===== src/rtl/even_odd_count_monitor_pkg.sv =====
// Shared types and constants for the even/odd step-counter monitor.
// The checker FSM states and the expected per-cycle increment live here.
package even_odd_pkg;

    typedef enum logic [1:0] {
        IDLE   = 2'd0,
        CHECK  = 2'd1,
        RESYNC = 2'd2
    } state_t;

    localparam int STEP = 2;

endpackage


===== src/rtl/even_odd_count_monitor_sat_counter.sv =====
// Saturating up-counter with clear. Increment outranks clear, so an event that
// coincides with a clear leaves the counter at 1 rather than 0.
module sat_counter #(
    parameter int CW = 8
) (
    input  logic          clk,
    input  logic          rst_n,
    input  logic          inc,
    input  logic          clr,
    output logic [CW-1:0] cnt
);

    logic [CW-1:0] r_cnt;
    logic          w_full;

    assign w_full = &r_cnt;
    assign cnt    = r_cnt;

    always_ff @(posedge clk or negedge rst_n) begin
        if (!rst_n) begin
            r_cnt <= '0;
        end else if (inc) begin
            if (clr)
                r_cnt <= CW'(1);
            else if (!w_full)
                r_cnt <= r_cnt + CW'(1);
        end else if (clr) begin
            r_cnt <= '0;
        end
    end

endmodule


===== src/rtl/even_odd_count_monitor.sv =====
// Observation-only checker beside the even/odd step counter: verifies +2 stepping
// and parity, and reports sticky errors, a saturating wrap count and a hit pulse.
//
// state  | meaning
// IDLE   | not yet locked since reset; waiting for the first load
// CHECK  | locked; count compared against the expected value every edge
// RESYNC | lost lock on a step mismatch; waiting for a load to relock
module even_odd_count_monitor
    import even_odd_pkg::*;
#(
    parameter int W  = 4,
    parameter int CW = 8
) (
    input  logic          clk,
    input  logic          rst_n,
    input  logic          load,
    input  logic          mode,
    input  logic [W-1:0]  data_in,
    input  logic [W-1:0]  count,
    input  logic [W-1:0]  target,
    input  logic          target_en,
    input  logic          clr,
    output logic          locked,
    output logic          hit,
    output logic          step_err,
    output logic          par_err,
    output logic [CW-1:0] wrap_cnt
);

    state_t         r_state;
    state_t         w_state_nxt;
    logic [W-1:0]   r_exp;
    logic           r_mode_q;
    logic           r_prev_hit;
    logic           r_hit;
    logic           r_step_err;
    logic           r_par_err;

    logic           w_check;
    logic           w_step_mis;
    logic           w_par_mis;
    logic [W:0]     w_exp_sum;
    logic           w_wrap;
    logic           w_hit_term;

    assign w_check    = (r_state == CHECK);
    assign w_step_mis = w_check && (count != r_exp);
    assign w_par_mis  = w_check && (count[0] != r_mode_q);
    assign w_exp_sum  = {1'b0, r_exp} + (W+1)'(STEP);
    // Carry out of exp+STEP marks the sample where the counter rolls over.
    assign w_wrap     = w_check && !w_step_mis && !load && w_exp_sum[W];
    assign w_hit_term = w_check && target_en && (count == target);

    always_ff @(posedge clk or negedge rst_n) begin
        if (!rst_n)
            r_state <= IDLE;
        else
            r_state <= w_state_nxt;
    end

    always_comb begin
        w_state_nxt = r_state;
        if (load)
            w_state_nxt = CHECK;
        else if (w_step_mis)
            w_state_nxt = RESYNC;
    end

    always_ff @(posedge clk or negedge rst_n) begin
        if (!rst_n) begin
            r_exp      <= '0;
            r_mode_q   <= 1'b0;
            r_prev_hit <= 1'b0;
            r_hit      <= 1'b0;
            r_step_err <= 1'b0;
            r_par_err  <= 1'b0;
        end else begin
            if (load) begin
                r_exp    <= data_in;
                r_mode_q <= mode;
            end else if (w_check) begin
                r_exp <= w_exp_sum[W-1:0];
            end
            r_prev_hit <= w_hit_term;
            r_hit      <= w_hit_term && !r_prev_hit;
            r_step_err <= w_step_mis || (r_step_err && !clr);
            r_par_err  <= w_par_mis  || (r_par_err  && !clr);
        end
    end

    sat_counter #(.CW(CW)) u_wrap_cnt (
        .clk   (clk),
        .rst_n (rst_n),
        .inc   (w_wrap),
        .clr   (clr),
        .cnt   (wrap_cnt)
    );

    assign locked   = w_check;
    assign hit      = r_hit;
    assign step_err = r_step_err;
    assign par_err  = r_par_err;

endmodule


===== config.mk =====
export PLATFORM = sky130hd
export DESIGN_NAME = even_odd_count_monitor
export DESIGN_NICKNAME = d
export VERILOG_FILES = /design/src/rtl/even_odd_count_monitor_pkg.sv /design/src/rtl/even_odd_count_monitor_sat_counter.sv /design/src/rtl/even_odd_count_monitor.sv
export SDC_FILE = /design/constraint.sdc
export NUM_CORES = 1
export LEC_CHECK = 0
export ABC_AREA = 1
export BUFFER_PORTS_ARGS = -buffer_cell sky130_fd_sc_hd__buf_4
export CORE_ASPECT_RATIO = 1.2
export CORE_MARGIN = 4
export CORE_UTILIZATION = 35
export DETAILED_ROUTE_END_ITERATION = 6
export SLEW_MARGIN = 25
export SYNTH_ARGS = -nofsm -noshare
export SYNTH_HDL_FRONTEND = slang
export SYNTH_SLANG_ARGS = --single-unit

===== constraint.sdc =====
create_clock -name clk -period 1.19 [get_ports clk]
set_input_delay 0.0595 -clock clk [delete_from_list [all_inputs] [get_ports clk]]
set_output_delay 0.0595 -clock clk [all_outputs]
set_load 0.005 [all_outputs]

# Word level (Yosys, flattened, before mapping)
# Index checks and enable logic that the tools add are counted.
# totals
word_cells	44
input_bits	18
regBits	19
# op_classes
reduce_logical	21
add_sub_neg	2
n_eq_ne	5
n_mux	8
# op_table
op	count
2-to-1 mux 8 bit	4
logical AND 1 bit	10
adder 8 x 1 -> 8 bit, second input constant	1
2-to-1 mux 4 bit	2
AND reduction 8 bit	1
nonzero test 2 bit	3
adder 4 x 2 -> 5 bit, second input constant	1
== test 4 bit	1
zero test 1 bit	4
2-to-1 mux 2 bit	2
inequality test 4 bit	1
== test 2 x 1 -> 1 bit, second input constant	1
logical OR 1 bit	2
inequality test 2 bit, second input constant	1
AND reduction 2 bit	1
inequality test 1 bit	1

# Depth between registers and ports, before layout
# depth
depth_word	8
depth_mapped	8
ltp_nobuf	8

# Cells and area by module
# A second synthesis with hierarchy kept.
# unflattened
hier_cells	161
hier_area_um2	1124.8
# by_module_without_submodules
mod	n_inst	area_each_um2	cells_each
even_odd_count_monitor	1	623.1	89
sat_counter	1	501.7	72

# Worst setup path after synthesis
# No wires, ideal clock.
# synth_timing
path_kind	reg-to-reg
startpoint	register u_wrap_cnt.r_cnt[1] (netlist: u_wrap_cnt.cnt[1])
endpoint	register u_wrap_cnt.r_cnt[5] (netlist: u_wrap_cnt.cnt[5])
n_path_buf	0
setup_slack_ns	-0.119
t_arrival_ns	1.191
stages_incl_launch_ff	9
cell_sequence	dfrtp_1 > ha_1 > nand2_1 > nor2_1 > nand4_2 > inv_1 > nor2_8 > nand3_1 > nand2_1
# synth_via
elab_chain_len	4
# synth_rtl
item	line	rtl
start, declared	even_odd_count_monitor_sat_counter.sv:13	logic [CW-1:0] r_cnt;
start signal, assigned	even_odd_count_monitor_sat_counter.sv:26	r_cnt <= r_cnt + CW'(1);
adder 8 x 1 -> 8 bit	even_odd_count_monitor_sat_counter.sv:26	
2-to-1 mux 8 bit	even_odd_count_monitor_sat_counter.sv:25	else if (!w_full)
2-to-1 mux 8 bit	even_odd_count_monitor_sat_counter.sv:23	if (clr)
2-to-1 mux 8 bit	even_odd_count_monitor_sat_counter.sv:22	end else if (inc) begin
# Several ways; a longest one is shown, not always the timed one. The select of a mux whose other input is x is not followed.
# A chain may end at the register's enable or synchronous reset.

# Worst setup path after layout
# layout_timing
startpoint	register u_wrap_cnt.r_cnt[1] (netlist: u_wrap_cnt.cnt[1])
endpoint	register u_wrap_cnt.r_cnt[1] (netlist: u_wrap_cnt.cnt[1])
# Same word-level chain as after synthesis.

==> summary.md <==
| Metric | Value |
|---|---|
| Status | `complete, but fails checks` |
| Failing checks | `negative setup slack` |
| Worst r2r path cells | `7` |
| Min Hold Slack | `0.00893 ns` |
| Sequential area share after synthesis | `37.5%` |
| Worst slew pin tran | `0.476 ns` |
| Number of iterations in the first detailed-routing pass | `4` |
| I/O pins | `30` |
| Final worst slack | `-0.0612 ns` |
| Fin. Hold Viols | `0` |
| CTS Buf Count | `3` |
| P&R area growth vs syn | `50.3%` |
| Core Box Area | `0.00342 mm2` |
| YS warnings | `0` |
| Drt total wl | `3080 um` |
| Power density over cell area | `1000 mW/mm2` |
| Antenna violations before repair | `0` |
| Crit path time final | `1.25 ns` |
| CTS Buffer Depth | `2` |
| Slew HR | `68.3%` |
| Layout fillers | `317` |
| Crit path capture type | `flip-flop` |
| Total chip power | `1.91 mW` |
| Distinct cells, synth | `26` |
| Max_cap viols | `0` |
| Clock sink count | `19` |
| Height of the chip | `74.0 um` |
| FP Rows | `23` |
| Reg clk slew, reported paths | `0.07 ns` |
| Setup violations, final | `8` |
| RSZ-0062 raised after global routing | `true` |
| Mapped Nets | `179` |
| Critical path class | `reg2reg` |
| Hold Path Stages | `3` |
| Top FF cell, synth | `dfrtp_1` |
| Multi-input logic area | `798 um2` |
| Peak supply drop | `0.607 mV` |
| Worst Setup Start Kind | `flip-flop` |
| Storage cell area | `480 um2` |
| Initial DRC Count | `32` |
| Chip Width | `63.0 um` |
| Mapped Area | `0.00127 mm2` |
| RR Endpoint | `u_wrap_cnt.cnt[1]` |
| Initial core utilization | `37.0%` |
| Final worst-path cycle share | `105%` |
| Root buf cell | `clkbuf_8` |
| Nets | `236` |
| DR WL/cell | `12.2 um` |
| Yosys reg bits | `19` |
| Worst EP arrival | `1.39 ns` |
| Synthesized netlist cell count | `159` |
| DP Wirelength | `2290 um` |
| Layout cells sized above 1 | `47.4%` |
| Number of diodes | `0` |
| Worst r2r src | `u_wrap_cnt.cnt[1]` |
| Post-synth EDFFs | `0` |
| Die area | `0.00466 mm2` |
| Placer Congestion | `0.809` |
| Commonest non-fill, non-tap cell in the layout | `buf_4` |
| Later-pin clock latency in the skew report | `0.25 ns` |
| Total GRT Usage | `13.7%` |
| Worst R2R Setup Slack | `-0.06 ns` |
| Vias in the first global route | `1,223` |
| DP Area | `0.00166 mm2` |
| Critical hold path startpoint | `mode` |
| Worst Path Max Fanout | `8` |
| Global route overflow | `0` |
| H-tree depth | `1` |
| Final Max Tran Viols | `0` |
| Final Instance Area | `0.00191 mm2` |
| Leak Pwr | `1.02 nW` |
| Worst Hold Class | `in2reg` |
| Routed Antenna Nets | `0` |
| First-pass GRT wire length | `5200 um` |
| Most frequent cells in the layout | `buf_4, nand2_1, nand3_1` |
| Post-synth ARST share | `100%` |
| TritonCTS clock tree | `yes` |
| Drc violations | `0` |
| Hold path endpoint | `r_mode_q` |
| Total number of vias | `1,213` |
| Largest net degree at the start of global routing | `20` |
| Synthesized area per cell | `7.98 um2` |
| Post-DR vias/cell | `4.81` |
| CP required | `1.33 ns` |
| Clk_skew | `0.00418 ns` |
| PortBufs | `29` |
| F_max | `799 MHz` |
-- registers in the layout, indices dropped and copies added, names as in the netlist --
register / flops
hit: 1
par_err: 1
r_exp: 4
r_mode_q: 1
r_prev_hit: 1
r_state: 2
step_err: 1
u_wrap_cnt.cnt: 8
-- routing by layer --
layer	vias up	global-route usage [%]	share of wire, %
met3	2	1.96	3.9
met5	-	0	0
met2	26	26.7	56
met4	0	3.68	0.52
li1	617	-	-
met1	568	15.6	40
-- kinds of logic after synthesis --
logic type                 share of synthesized area, %
xor gates and xnor gates                           6.90
adders and majority gates                          1.97
AOI/OAI and AO/OA                                  4.14
DFF                                                37.5
buffers and inverters                              8.98
and+or+nand+nor                                    40.5
-- worst max-delay path by stage --
stage               cells past startpoint  slack, ns                 to               from
floorplan                               8      -0.07  u_wrap_cnt.cnt[5]  u_wrap_cnt.cnt[1]
global placement                        7      -0.07         r_state[1]           r_exp[2]
detailed placement                      8      -0.11  u_wrap_cnt.cnt[3]  u_wrap_cnt.cnt[1]
CTS                                     8      -0.11  u_wrap_cnt.cnt[1]  u_wrap_cnt.cnt[1]
global route                            7      -0.16  u_wrap_cnt.cnt[2]           r_exp[1]
finish                                  7      -0.06  u_wrap_cnt.cnt[1]  u_wrap_cnt.cnt[1]
-- area by class of cell --
| type | count | area share [%] |
|---|---|---|
| Tap cell | 37 | 2.43 |
| Multi-Input combinational cell | 113 | 41.9 |
| Sequential cell | 19 | 25.2 |
| Clock buffer | 4 | 2.36 |
| Timing Repair Buffer | 54 | 22.7 |
| Inverter | 25 | 5.45 |
-- power by group --
part | switching [mW] | internal (mW)
sequential | 0.0684 | 0.705
clock | 0.210 | 0.238
combinational | 0.339 | 0.346
total | 0.617 | 1.29
-- what timing repair did --
item                                    CTS  global route
pin swaps                                 3             4
hold buffers                              2             0
hold endpoints to repair                 20             0
endpoints found under the setup margin   12            16
gates resized for setup                   7            37
setup buffers                             2             3
-- metrics by stage --
step | TNS, ns | util (%) | cells | worst slack, ns
2_1_floorplan | -0.448 | - | 159 | -0.0744
3_3_place_gp | -0.575 | 48.3 | 241 | -0.0669
3_5_place_dp | -0.956 | 48.3 | 241 | -0.112
4_1_cts | -0.728 | 51.4 | 249 | -0.109
5_1_grt | -1.37 | 55.7 | 252 | -0.158
6_report | -0.413 | 55.7 | 252 | -0.0612
-- synth_stat cells (3+ instances only) --
library cell | count | area share (%)
xnor2_1 | 3 | 2.1
nand2_2 | 5 | 2.5
nand3_1 | 22 | 8.7
nor2_1 | 7 | 2.1
nand2_1 | 46 | 14
inv_1 | 22 | 6.5
xor2_1 | 7 | 4.8
dfrtp_1 | 19 | 37
nor2_8 | 4 | 6.3
-- worst max-delay path, cell delays in order (launching register included) --
cell and delay [ns]:
dfrtp_1 0.39, ha_2 0.20, nand2_2 0.08, nor2_4 0.04
nand4_4 0.09, nand4_4 0.16, nand3_1 0.11, nand2_1 0.06
Note: power is estimated with default switching activity, not from simulation.
